<file path="src/rtl/adder_share_arb.sv">
// Round-robin arbiter sharing one 8-bit flag-generating adder among NREQ requesters.
// Optional statistics counters (op_cnt, carry_cnt) are built when ADDER_ARB_STATS_EN is defined.
module adder_share_arb #(
    parameter int NREQ = 4,
    parameter int IDW  = $clog2(NREQ)
) (
    input  logic                clk,
    input  logic                rst,
    input  logic [NREQ-1:0]     req,
    input  logic [8*NREQ-1:0]   a_in,
    input  logic [8*NREQ-1:0]   b_in,
    output logic [NREQ-1:0]     gnt,
    output logic                res_valid,
    input  logic                res_ready,
    output logic [IDW-1:0]      res_id,
    output logic [7:0]          res_sum,
    output logic [4:0]          res_flags
`ifdef ADDER_ARB_STATS_EN
    ,
    output logic [15:0]         op_cnt,
    output logic [15:0]         carry_cnt
`endif
);

    typedef enum logic {
        IDLE,
        HOLD
    } state_t;

    state_t         state;
    state_t         state_next;
    logic [IDW-1:0] ptr;
    logic [IDW-1:0] ptr_next;
    logic [IDW-1:0] win;
    logic [IDW:0]   cand;
    logic           found;
    logic           grant;
    logic           accept;
    logic [7:0]     a_sel;
    logic [7:0]     b_sel;
    logic [8:0]     sum9;
    logic [4:0]     nib;
    logic [4:0]     flags;

    // Scan req upward from ptr with wraparound; the first set bit wins.
    always_comb begin
        found = 1'b0;
        win   = '0;
        cand  = '0;
        for (int k = 0; k < NREQ; k++) begin
            cand = {1'b0, ptr} + (IDW+1)'(k);
            if (cand >= (IDW+1)'(NREQ)) begin
                cand = cand - (IDW+1)'(NREQ);
            end
            if (!found && req[cand[IDW-1:0]]) begin
                found = 1'b1;
                win   = cand[IDW-1:0];
            end
        end
    end

    always_comb begin
        a_sel    = a_in[{win, 3'b000} +: 8];
        b_sel    = b_in[{win, 3'b000} +: 8];
        sum9     = {1'b0, a_sel} + {1'b0, b_sel};
        nib      = {1'b0, a_sel[3:0]} + {1'b0, b_sel[3:0]};
        flags[4] = sum9[8];
        flags[3] = ~sum9[0];
        flags[2] = nib[4];
        flags[1] = ^sum9[7:0];
        flags[0] = (sum9[7:0] == 8'h00);
        ptr_next = (win == IDW'(NREQ-1)) ? '0 : win + 1'b1;
    end

    always_comb begin
        state_next = state;
        grant      = 1'b0;
        accept     = 1'b0;
        case (state)
            IDLE: begin
                if (found) begin
                    grant      = 1'b1;
                    state_next = HOLD;
                end
            end
            HOLD: begin
                if (res_valid && res_ready) begin
                    accept     = 1'b1;
                    state_next = IDLE;
                end
            end
            default: state_next = IDLE;
        endcase
    end

    always_ff @(posedge clk) begin
        if (rst) begin
            state <= IDLE;
        end else begin
            state <= state_next;
        end
    end

    // Result register is only written on a grant, so it stays frozen throughout HOLD.
    always_ff @(posedge clk) begin
        if (rst) begin
            gnt       <= '0;
            res_valid <= 1'b0;
            res_id    <= '0;
            res_sum   <= 8'h00;
            res_flags <= 5'b00000;
            ptr       <= '0;
        end else begin
            gnt <= '0;
            if (grant) begin
                gnt[win]  <= 1'b1;
                res_valid <= 1'b1;
                res_id    <= win;
                res_sum   <= sum9[7:0];
                res_flags <= flags;
                ptr       <= ptr_next;
            end else if (accept) begin
                res_valid <= 1'b0;
            end
        end
    end

`ifdef ADDER_ARB_STATS_EN
    always_ff @(posedge clk) begin
        if (rst) begin
            op_cnt    <= 16'h0000;
            carry_cnt <= 16'h0000;
        end else if (accept) begin
            op_cnt <= op_cnt + 16'h0001;
            if (res_flags[4]) begin
                carry_cnt <= carry_cnt + 16'h0001;
            end
        end
    end
`endif

endmodule
</file>
<file path="config.mk">
export PLATFORM = sky130hd
export DESIGN_NAME = adder_share_arb
export DESIGN_NICKNAME = d
export VERILOG_FILES = /design/src/rtl/adder_share_arb.sv
export SDC_FILE = /design/constraint.sdc
export NUM_CORES = 1
export LEC_CHECK = 0
export ABC_AREA = 1
export BUFFER_PORTS_ARGS = -buffer_cell sky130_fd_sc_hd__buf_2
export CORE_MARGIN = 4
export CORE_UTILIZATION = 51
export CTS_CLUSTER_DIAMETER = 120
export CTS_CLUSTER_SIZE = 28
export DETAILED_ROUTE_END_ITERATION = 16
export HOLD_SLACK_MARGIN = 0.15
export PLACE_DENSITY = 0.88
export SLEW_MARGIN = 20
export SYNTH_ARGS = -nofsm -noshare
export SYNTH_HDL_FRONTEND = slang
export SYNTH_SLANG_ARGS = --single-unit
</file>
<file path="constraint.sdc">
create_clock -name clk -period 4.9 [get_ports clk]
set_clock_uncertainty 0.1 [all_clocks]
set_input_delay 0.245 -clock clk [delete_from_list [all_inputs] [get_ports clk]]
set_output_delay 0.245 -clock clk [all_outputs]
set_load 0.005 [all_outputs]
</file>
Word-level counts from Yosys, hierarchy flattened
Index checks and enable logic that the tools add are counted.

Register bits: 23. Latch bits: 0. Bits in writable memories: 0. Memory bits (read-only): 0. Word-level logic and storage cells: 76. Memories kept: 0.

Add/sub/neg operators: 10. $mul: 0. Div/mod/pow operators: 0. $lt $le $gt $ge: 10. Eq/ne operators: 1. Shifts and indexed selects: 2. Muxes and demuxes: 31. Bitwise gates (word level): 3. Reductions and logical operators: 12.

Operators by type and width (count): 32-bit by 6-bit variable part select with 8-bit output (2); 2-bit 2-to-1 mux (9); 1-bit 2-to-1 mux (16); 2-bit by 3-bit < comparator with 1-bit output (second input constant) (5); 8-bit by 8-bit adder with 9-bit output (1); 3-bit greater-or-equal comparator (second input constant) (3); 1-bit binary-select mux with 2-bit select (4); 8-bit zero test (1); 8-bit XOR reduction (1); 2-bit by 1-bit subtractor with 2-bit output (second input constant) (4); 2-bit by 2-bit adder with 3-bit output (second input constant) (2); 4-bit by 4-bit adder with 5-bit output (1); 1-bit logical AND (5); 2-bit by 1-bit adder with 3-bit output (second input constant) (1); 2-bit by 3-bit greater-or-equal comparator with 1-bit output (second input constant) (1); 1-bit zero test (3); 1-bit inverter (3); 2-bit by 1-bit adder with 2-bit output (second input constant) (1); 1-bit demux with 2-bit select (1); 2-bit equality test (second input constant) (1); 2-bit by 1-bit greater-or-equal comparator with 1-bit output (second input constant) (1); 1-bit one-hot mux with 2 select lines (1); 2-bit nonzero test (1); 2-bit OR reduction (1).

Depth between registers and ports, before layout
Gate-level depths: netlist of the first run.

Depth in word-level cells: 18. Mapped depth: 27. Gate-level depth less buffers: 25.

Least setup slack after synthesis of the first run
No wires, ideal clock.

Kind: register to register. From: register ptr[0]. To: register res_flags[1]. Arrival: 3.392 ns. Setup slack: 1.292 ns. Cell stages (with the launch flop): 24. Path buffers: 3. Period minus slack after synthesis: 3.608 ns. Path through: dfxtp_1 > buf_4 > nand2_1 > nand3_1 > nand2_2 > nor2_4 > nand3_2 > buf_2 > buf_6 > nand4_1 > nand3_1 > nand2_1 > ha_1 > inv_1 > fa_1 > nor3_1 > nand3b_1 > xor2_1 > inv_1 > ha_1 > xnor2_1 > xnor2_1 > o21ai_0 > nor2_1.

Longest elaborated chain between the ends: 17.

RTL lines: start: declaration (RTL line 32) `logic [IDW-1:0] ptr;`; start signal: assignment (RTL line 121) `ptr <= ptr_next;`; branches (longest 17 deep; another with 2-bit by 1-bit adder with 3-bit output); end signal: assignment (RTL line 120) `res_flags <= flags;`; end: declaration (RTL line 17) `output logic [4:0] res_flags`.

Parallel ways; which one is timed is not known. The select of a mux whose other input is x is not followed. A chain may end at the register's enable or synchronous reset.

Worst setup path in the final report of the first run
Same ends and word-level chain as after synthesis.

==> results of run 1 <==
state kept, by name, summed over array words and instances (netlist names):
signal,count
res_id,2
res_valid,1
ptr,2
state,1
res_sum,8
res_flags,5
gnt,4
metrics by stage:
stage,hold WS [ps],setup slack [ps]
detailed placement,355.1,471.8
floorplan,214.1,1292
CTS,230.9,460.7
global route,252.5,-1.732
global placement,350.9,669.4
finish,231.8,515.5
area by class of cell:
type	instances	area [µm²]	area share
clock buffer	3	41.29	0.01381
clock inverter	1	5.005	0.001674
inverter	96	365.4	0.1222
multi-input combinational	293	1536	0.5138
sequential	23	460.4	0.1540
tap	67	83.83	0.02803
timing repair buffer	96	498.0	0.1665
worst paths after layout:
path	from	to	slack, ps
max	ptr[0]$_SDFFE_PP0P_	res_flags[1]$_SDFFE_PP0P_	520
min	res_ready	res_valid$_SDFFE_PP0P_	230
max reg2reg	ptr[0]$_SDFFE_PP0P_	res_flags[1]$_SDFFE_PP0P_	520
min reg2reg	res_flags[3]$_SDFFE_PP0P_	res_flags[3]$_SDFFE_PP0P_	360
per-layer routing:
| metal | vias to the layer above | GRT usage | share of wire |
|---|---|---|---|
| met5 | - | 0 | 0 |
| met4 | 0 | 0.06119 | 0.018 |
| met3 | 16 | 0.03480 | 0.072 |
| met2 | 106 | 0.3613 | 0.48 |
| met1 | 1234 | 0.2502 | 0.43 |
| li1 | 1516 | - | - |
repair_timing:
item | in CTS | in global routing
gates resized for setup | 0 | 3
endpoints found under the hold margin | 4 | 0
hold buffers | 1 | 0
buffers inserted | 0 | 0
endpoints found under the setup margin | 0 | 1
worst register-to-register path, delay by kind of cell (launching register included):
kind / cells / cell delay, ps
compound gates: 1 / 190
xor+xnor: 3 / 460
fa+ha+maj: 3 / 870
buf+inv: 4 / 560
flops: 1 / 540
simple gates: 13 / 1550
layout by cell type (no fill, tap or decap), types with 2 or more instances in the layout:
cell      instances
o21ai_0          10
xor2_1            5
xnor2_1           3
nand2_1         120
inv_1            91
a21oi_1           9
nor2_1           28
nand4_1          36
buf_2            90
o21bai_1          2
inv_2             4
dfxtp_1          23
nor3_1            2
buf_4             5
nand3_2           3
clkbuf_8          3
nand2_2           3
nand3_1          49
ha_1             16
cell families after synthesis:
| family | share of synthesized area |
|---|---|
| AND/OR/NAND/NOR | 0.4464 |
| buffers and inverters | 0.2004 |
| AO/OA/AOI/OAI | 0.05261 |
| flip-flops | 0.1844 |
| adder cells (fa/ha/maj) | 0.08818 |
| XOR/XNOR | 0.02806 |
==> impl.org, run 1 <==
** Critical path
- In this design, the stage delay of the slowest critical-path cell is 540 ps.
- CP max stage cell :: dfxtp_1
- Data arrival time at the worst-slack endpoint :: 4440 ps
- Grouping stages by cell kind, the critical path spends the most delay in simple AND/OR/NAND/NOR gates.
- The worst setup path is launched from a flop.
- STA classifies the critical path endpoint as a flop.
- Among the stages of the critical path, the cell type that occurs most often is nand2_1.
- Number of buffer and inverter stages on the critical path :: 4
- Maximum fanout along the worst path :: 20
- Cell breakdown of the critical path :: inv_2 > nand2_1 > nand2_2 > nand2_1 > nand2_1 > nor2_4 > nand3_1 > nand3_1 > nand2_1 > inv_6 > nand3_1 > nand2_1 > ha_1 > inv_1 > fa_1 > nor3_1 > nand3b_1 > xor2_1 > inv_1 > ha_1 > xnor2_1 > xnor2_1 > o21ai_0 > nor2_1
- Counting cells, the worst reg-to-reg path comes to 24.
- CP Depth :: 24
- By startpoint and endpoint, the worst setup path is classified as reg -> reg.
- For the worst setup path, the data required time is 4950 ps.

** Layout
- The finished cells cover 2990 µm².
- Leaving out filler cells and counting taps, the final layout contains 579.
- Layout Utilization :: 0.6331
- Number of nets in the layout :: 601
- The number of antenna diodes in the final layout is 0.
- Share of layout cells above drive strength 1 :: 0.2188
- Number of filler instances in the final layout :: 454
- Layout area overhead :: 19.74%

** Clock network
- Clock slew seen by the registers of the worst setup and hold paths :: 80 ps
- Counting every sink on the clock net gives 23.
- H-tree depth :: 1
- Clock latency on the worst-skew pair, taken at its later pin, is 260 ps.
- The root buffer cell chosen for the clock tree is clkbuf_8.
- Counting the buffers created by CTS gives 3.
- Bufs on Longest Clock Path :: 2
- TritonCTS built the clock tree.

** Global routing
- The first global-routing pass estimated 10570 µm of wire.
- Global routing finished with a remaining overflow of 0.
- Number of antenna violations at the first check in global routing :: 0
- Overall routing resource usage :: 0.2038
- The via count of the first global-routing pass is 2608.
- Largest net degree at the start of global routing :: 39

** Drt
- For this run, design rule violations remaining after detail routing come to 0.
- Summed over all layers, the routed wires come to 6362 µm.
- Via density per instance :: 4.960
- The routed layout has 2872 vias.
- In the final routed layout, each cell accounts on average for 10.99 µm.
- Number of search-and-repair iterations in the first detailed-routing pass :: 4
- Starting DRC count in detailed routing :: 156
- ANT nets after route :: 0

** Floorplanning
- Top-Level Pins :: 91
- The floorplan step defined a die boundary enclosing 6080 µm².
- The die is 77.98 µm tall.
- Rows :: 25
- Width of the chip :: 77.98 µm
- Core area :: 4723 µm²
- Initial core utilization :: 0.5287

** Yosys
- Of the post-synthesis cell area, the dominant cell type holds 0.1844.
- Most numerous cell types in the synthesized netlist :: nand2_1, inv_1, nand3_1
- Syn nets :: 522
- The synthesized netlist contains 28 unique library cells.
- The synthesized design contains 0 enable-type register cells.
- Mean area per synthesized cell :: 5.754 µm²
- By area the synthesized netlist is led by dfxtp_1, nand2_1, inv_1, nand3_1, nand4_1.
- Register area share after synthesis :: 0.1844
- The synthesized design spends more area on one cell type than any other, namely dfxtp_1.
- nand2_1 is the most common cell in the netlist.
- Of all flip-flops after synthesis, the portion carrying an async set or reset was 0.
- Yosys synthesis warning count :: 0
- Synthesis inferred 23 register bits.
- Post-Syn Instances :: 434
- The most used flip-flop cell after synthesis is dfxtp_1.
- Synth Cell Area :: 2497 µm²

** Place
- The count of buffers added on input and output ports is 90.
- Summing all placed instances gives a cell area of 2929 µm².
- Including well taps, the total number of placed cells is 574.
- HPWL after DPL :: 5076 µm
- Routability-driven placement finished with a final weighted congestion of 0.8811.

** STA
- Worst slew pin tran :: 638.0 ps
- Setup violations remaining at the end of the flow were counted as 0.
- Of the available clock period, the critical path in the final layout requires 0.8948.
- Final hold violation count :: 0
- Total negative slack for setup checks :: 0 ps
- The final number of max-transition violations was 0.
- Measured against its own limit, the worst slew margin works out to 0.5742.
- After layout, the minimum clock period comes to 4385 ps.
- Maximum clock frequency :: 228.1 MHz

** Worst hold path
- The worst hold path belongs to the class in -> reg.
- The worst hold path passes through 4 cells.

** Status
- The flow ran to the end, and the final reports show no timing, DRC or antenna violations.

** Job
- Max_cap viols :: 0
Power of run 1 is not shown: default switching activity piles up to over one toggle a cycle in this logic, so the estimate is an artifact.
==> run 2: changes to the inputs <==
- CORE_ASPECT_RATIO: default -> 0.8
==> run 2 against run 1 <==
  * Core utilization up 0.65 points
  * Non-clock buffer count down 1
  * Critical path depth unchanged
  * First-iteration DRC count down 23%
  * Sequential share of layout area up 0.078 points
  * Wire length up 1.9%
  * Die area up 0.12%
  * Fmax down 1.8%
  * Setup slack worse by 78 ps
  * Critical endpoint unchanged
==> impl.org, run 2 (synthesized netlist as in run 1, its figures left out) <==
** Drt
- Via density per instance :: 5.138 (+3.6%)
- The number of remaining DRC errors is 0 (unchanged).
- Routed len/inst :: 11.36 µm (+3.4%)
- Total length of routed wires :: 6486 µm (+1.9%)
- The total iterations of the first detailed-routing run was 4 (unchanged).
- The iteration-0 DRC count of the detailed router is 120 (-23%).
- Routed vias :: 2934 (+2.2%)
- ANT nets after route :: 0 (unchanged)

** Layout
- The final design utilization came to 0.6396 (+0.006478).
- Largest registers :: res_sum x8, res_flags x5, gnt x4
- From synthesis to final layout, the design area changed by 19.14%.
- Number of nets in the layout :: 600 (-0.17%)
- The filler cell count was 466 (+2.6%).
- Top register by number of flip-flops :: res_sum
- In the layout the commonest cells are nand2_1, inv_1, buf_2, nand3_1, nand4_1.
- Diode count :: 0 (unchanged)
- Leaving out fill and tap cells, the most frequent cell in the layout is nand2_1.
- Share of layout cells above drive strength 1 :: 0.2153 (-0.003486)
- The flip-flop count of the largest register after layout was 8 (unchanged).
- Final Instance Count excl. Fillers :: 571 (-1.4%)

** Global routing
- Number of antenna violations at the first check in global routing :: 0 (unchanged)
- The global-route wire length before repair was 10910 µm (+3.2%).
- The total routing usage reported by global routing came to 0.2088 (+0.005067).
- The largest net degree at the start of global routing was 39 (unchanged).
- The global route total overflow came to 0 (unchanged).
- The via count of the first global-routing pass came to 2652 (+1.7%).

** STA
- The worst relative slew slack is 0.7199 (+0.1457).
- Maximum clock frequency :: 224.1 MHz (-1.8%)
- The final number of max-transition violations was 0 (unchanged).
- Unrepaired setup endpoints after global routing :: no
- Worst slew pin tran :: 419.7 ps (-218.3 ps)
- The time the final worst path needs with I/O delays and setup was 4463 ps (+78.44 ps).
- Setup violation total in the final timing report :: 0 (unchanged)
- The number of failing hold endpoints at the final stage is 0 (unchanged).
- The final period utilization came to 0.9108 (+0.01601).
- The accumulated negative setup slack is 0 ps (unchanged).

** Floorplanning
- Core area :: 4652 µm² (-1.5%)
- Initial core utilization :: 0.5368 (+0.008106)
- Die ar. :: 6087 µm² (+0.12%)
- Y dimension of the die :: 70.59 µm (-9.5%)
- Width of the chip :: 86.24 µm (+11%)
- The boundary pin count came to 91 (unchanged).
- The number of standard-cell rows in the floorplan came to 22 (-12%).

** Place
- The instance count after placement with tap cells included was 566 (-1.4%).
- Final weighted congestion in routability-driven placement :: 0.8517 (-3.3%)
- HPWL after DPL :: 4991 µm (-1.7%)
- The number of I/O port buffers came to 90 (unchanged).

** Job
- The max-capacitance violation count came to 0 (unchanged).

** Clock network
- Bufs on Longest Clock Path :: 2 (unchanged)
- TritonCTS built the clock tree.
- The number of levels in the clock H-tree is 1 (unchanged).
- Library cell used as clock root buffer :: clkbuf_8
- The number of clock sinks seen by CTS came to 23 (unchanged).
- The clock latency reported for the late side of the worst-skew pair is 260 ps (about the same).
- Num CTS Buffers :: 3 (unchanged)
- Clock slew seen by the registers of the worst setup and hold paths :: 80 ps (about the same)

** Critical path
- The data arrival at the endpoint of the critical path was 4520 ps (+80 ps).
- STA classifies the critical path endpoint as a flop.
- STA classifies the critical path startpoint as a flop.
- Maximum fanout along the worst path :: 37 (+85%)
- Category of the most critical setup path :: reg -> reg
- The data required time of the worst path is 4960 ps (about the same).

** Worst hold path
- Classification of the worst-slack hold path :: in -> reg

** Status
- Outcome :: complete, no violations
-- run 2: changes by cell type in the layout (fill, tap and decap cells not counted), sizes merged --
cell	previous run	this run
buf	95	94
clkbuf	3	4
clkinv	1	0
-- run 2: what timing repair did --
item,4_1_cts,5_1_grt
hold endpoints to repair,4,0
setup buffers,0,0
endpoints found under the setup margin,0,1
resized for setup,0,1
hold buffers,1,0
-- run 2: per-stage QoR --
step | area [µm²] | setup slack (ps) | hold WS, ps
3_5_place_dp | 2913 | 229.2 | 353.5
6_report | 2975 | 437.0 | 229.9
4_1_cts | 2968 | 214.2 | 227.9
2_1_floorplan | 2497 | 1292 | 214.1
5_1_grt | 2975 | 68.56 | 276.9
3_3_place_gp | 2913 | 409.1 | 353.5
-- run 2: critical path: stages (launching register included) --
cell      delay, ps
dfxtp_1         550
inv_2           180
nand2_1         110
nand2_2          80
nand2_1          60
nand2_1          60
nand2_1          90
nand2_1         100
nand2_4         310
nand3_4         380
nand2_1         160
nand3_1          80
nand2_1          80
ha_1            160
inv_1            60
fa_1            410
nor3_1          180
nand3b_1        160
xor2_1          200
inv_1            60
ha_1            300
xnor2_1         190
xnor2_1          90
o21ai_0         150
nor2_1           50
-- run 2: final timing paths --
check,slack [ps],startpoint,end,depth (start not counted)
max,440,ptr[0]$_SDFFE_PP0P_,res_flags[1]$_SDFFE_PP0P_,24
min,230,res_ready,res_valid$_SDFFE_PP0P_,4
max reg2reg,440,ptr[0]$_SDFFE_PP0P_,res_flags[1]$_SDFFE_PP0P_,24
min reg2reg,370,res_sum[2]$_SDFFE_PP0P_,res_sum[2]$_SDFFE_PP0P_,2
-- run 2: layout make-up --
| type | count | area [µm²] | area share |
|---|---|---|---|
| inverter | 96 | 360.3 | 0.1211 |
| sequential | 23 | 460.4 | 0.1548 |
| tap | 60 | 75.07 | 0.02523 |
| timing repair buffer | 95 | 490.5 | 0.1648 |
| multi-input combinational | 293 | 1544 | 0.5189 |
| clock buffer | 4 | 45.04 | 0.01514 |
-- run 2: metal layers --
| layer | vias to the layer above | global-route usage | routed length (µm) |
|---|---|---|---|
| met5 | - | 0 | 0 |
| met4 | 0 | 0.04498 | 65 |
| met3 | 8 | 0.03260 | 441 |
| met2 | 109 | 0.3704 | 3153 |
| met1 | 1302 | 0.2674 | 2824 |
| li1 | 1515 | - | - |
Power of run 2 is left out for the same reason.
==> run 3: changes to the inputs <==
- CORE_UTILIZATION: 51 -> 48
- PLACE_DENSITY: 0.88 -> 0.84
==> run 3 against run 2 <==
  * Critical path depth unchanged
  * Clock-buffer cell count decreased by 1
  * Final cell count increased by 0.53%
  * Fmax increased by 2.3%
  * Critical endpoint unchanged
  * Wire length decreased by 1.5%
  * First-iteration DRC count unchanged
  * Sequential cell count unchanged
==> impl.org, run 3 (synthesized netlist as in run 1, its figures left out) <==
** Worst hold path
- Sink of the worst hold path :: state$_SDFF_PP0_
- In this run the worst hold path is classified as in -> reg.
- The hold path depth came to 4 (unchanged).
- Start point of the worst min-delay path :: res_ready

** Status
- The run finished with clean final reports.

** STA
- The final number of max-transition violations is 0 (unchanged).
- The transition time at the pin with the least slew margin is 505.3 ps (+85.56 ps).
- Tightest slew margin relative to the limit :: 0.6627 (-0.05712)
- Fraction of the cycle the final worst path needs :: 0.8906 (-0.02019)
- The accumulated negative setup slack was 0 ps (unchanged).
- Min Clock Period, post-route :: 4364 ps (-98.93 ps)
- Maximum clock frequency :: 229.1 MHz (+2.3%)
- Unrepaired setup endpoints after global routing :: no
- Setup violation total in the final timing report :: 0 (unchanged)
- The number of failing hold endpoints at the final stage is 0 (unchanged).

** Global routing
- Largest net degree at the start of global routing :: 39 (unchanged)
- GRT Residual Overflow :: 0 (unchanged)
- Global-route wire length before repair :: 10490 µm (-3.8%)
- Via count of the first global-routing pass :: 2526 (-4.8%)
- Number of antenna violations at the first check in global routing :: 0 (unchanged)
- The total routing usage reported by global routing was 0.1947 (-0.01414).

** Job
- Max_cap viols :: 0 (unchanged)

** Place
- DP Area :: 2923 µm² (+0.34%)
- The placed wire-length estimate after detailed placement is 5041 µm (+1.0%).
- The number of I/O port buffers was 90 (unchanged).
- The weighted congestion reported at the end of routability-driven placement is 0.8912 (+4.6%).
- Count of placed standard cells including taps :: 569 (+0.53%)

** Drt
- The number of vias per cell came to 4.974 (-3.2%).
- The number of remaining DRC errors came to 0 (unchanged).
- ANT nets after route :: 0 (unchanged)
- The iteration-0 DRC count of the detailed router was 120 (unchanged).
- The via count of the routed design is 2855 (-2.7%).
- Number of search-and-repair iterations in the first detailed-routing pass :: 5 (+1)
- The total routed wirelength is 6391 µm (-1.5%).
- Routed len/inst :: 11.13 µm (-2.0%)

** Clock network
- The clock transition at the register clock pins on the worst setup and hold paths after CTS came to 80 ps (about the same).
- Insertion delay of the later-clocked pin in the worst-skew pair :: 270 ps (about the same)
- TritonCTS built the clock tree.
- Num CTS Buffers :: 3 (unchanged)
- Library cell used as clock root buffer :: clkbuf_8
- H-tree depth :: 1 (unchanged)
- The maximum buffer depth of the clock tree was 2 (unchanged).
- The post-CTS setup repair buffer count was 0 (unchanged).
- Clk sink count :: 23 (unchanged)

** Critical path
- Data arrival time at the worst-slack endpoint :: 4430 ps (-90 ps)
- The critical path is of the reg -> reg type.
- The data required time of the worst path is 4970 ps (about the same).
- Depth of the worst register-to-register path :: 24 (unchanged)
- Maximum fanout along the worst path :: 27 (-27%)
- The reg-to-reg setup timing slack came to 540 ps (+100 ps).
- The worst setup path is captured at a flop.
- Reg-to-reg critical path startpoint :: ptr[0]$_SDFFE_PP0P_
- The endpoint identified for the worst register-to-register timing path is res_flags[1]$_SDFFE_PP0P_.
- STA classifies the critical path startpoint as a flop.
- Worst setup path startpoint :: ptr[0]$_SDFFE_PP0P_

** Layout
- More flip-flops sit in one register than any other, and that register is res_sum.
- The top cell types in the final layout, fill and taps aside, are nand2_1, inv_1, buf_2, nand3_1, nand4_1.
- The flip-flop count of the largest register after layout is 8 (unchanged).
- The share of cells above drive strength 1 came to 0.2188 (+0.003486).
- The cell area after layout is 2979 µm² (+0.13%).
- The final cell count without fillers was 574 (+0.53%).
- The filler cell count is 489 (+4.9%).
- Leaving out fill and tap cells, the most frequent cell in the layout is nand2_1.
- Layout area overhead :: 19.29%
- The antenna diode instance count is 0 (unchanged).
- The largest registers in the layout are res_sum x8, res_flags x5, gnt x4.
- The net total in the final layout came to 601 (+0.17%).

** Floorplanning
- Die ar. :: 6428 µm² (+5.6%)
- The die outline height came to 72.52 µm (+2.7%).
- Core area :: 5036 µm² (+8.3%)
- Top-Level Pins :: 91 (unchanged)
- Initial core utilization :: 0.4959 (-0.04095)
- The number of standard-cell rows in the floorplan was 23 (+4.5%).
- The overall die width is 88.65 µm (+2.8%).
-- run 3: changes by cell type in the layout (fill, tap and decap cells not counted) --
cell	delta
clkbuf_1	-1
clkinv_2	+1
nand3_2	+1
nand3_4	-1
buf_4	+1
-- run 3: how the worst max path moves through the flow --
stage | depth (start not counted) | to | slack (ps)
floorplan | 23 | res_flags[1]$_SDFFE_PP0P_ | 1290
global placement | 24 | res_flags[1]$_SDFFE_PP0P_ | 850
detailed placement | 24 | res_flags[1]$_SDFFE_PP0P_ | 600
CTS | 24 | res_flags[1]$_SDFFE_PP0P_ | 570
global route | 24 | res_flags[1]$_SDFFE_PP0P_ | 50
finish | 24 | res_flags[1]$_SDFFE_PP0P_ | 540
-- run 3: metal layers --
layer  track usage  share of wire  vias to the layer above  wire, µm
li1              -              -                     1514         -
met2        0.3418           0.47                      112      2972
met4       0.02685         0.0042                        0        27
met1        0.2527           0.45                     1225      2898
met5             0              0                        -         0
met3       0.03632          0.077                        4       493
-- run 3: critical path, stage by stage, from the launching register on --
cell,delay [ps]
dfxtp_1,570
inv_2,180
nand2_1,110
nand2_2,80
nand2_1,60
nand2_1,50
nand2_1,80
nand2_1,90
nand2_4,70
nand3_2,390
nand2_1,190
nand3_1,90
nand2_1,80
ha_1,170
inv_1,60
fa_1,420
nor3_1,200
nand3b_1,170
xor2_1,210
inv_1,70
ha_1,300
xnor2_1,200
xnor2_1,100
o21ai_0,150
nor2_1,50
-- run 3: what timing repair did --
action                                 4_1_cts  5_1_grt
endpoints found under the hold margin        4        0
hold buffers                                 1        0
gates resized for setup                      0        0
-- run 3: per-stage QoR --
stage | setup slack, ps | util | hold slack (ps)
after detailed placement | 597.5 | 0.5804 | 353.5
final | 536.0 | 0.5916 | 205.5
after floorplan | 1292 | - | 214.1
after global routing | 48.31 | 0.5916 | 208.1
after global placement | 854.4 | 0.5804 | 356.6
after CTS | 568.1 | 0.5916 | 203.2
-- run 3: final cells by class --
cell class,count,area [µm²],share of cell area
clock buffers,3,41.29,0.01386
clock inverters,1,5.005,0.001680
inverters,96,360.3,0.1210
multi-input cells,293,1536,0.5157
flip-flops and latches,23,460.4,0.1546
well taps,62,77.57,0.02604
repair buffers,96,498.0,0.1672
Power of run 3 is left out for the same reason.
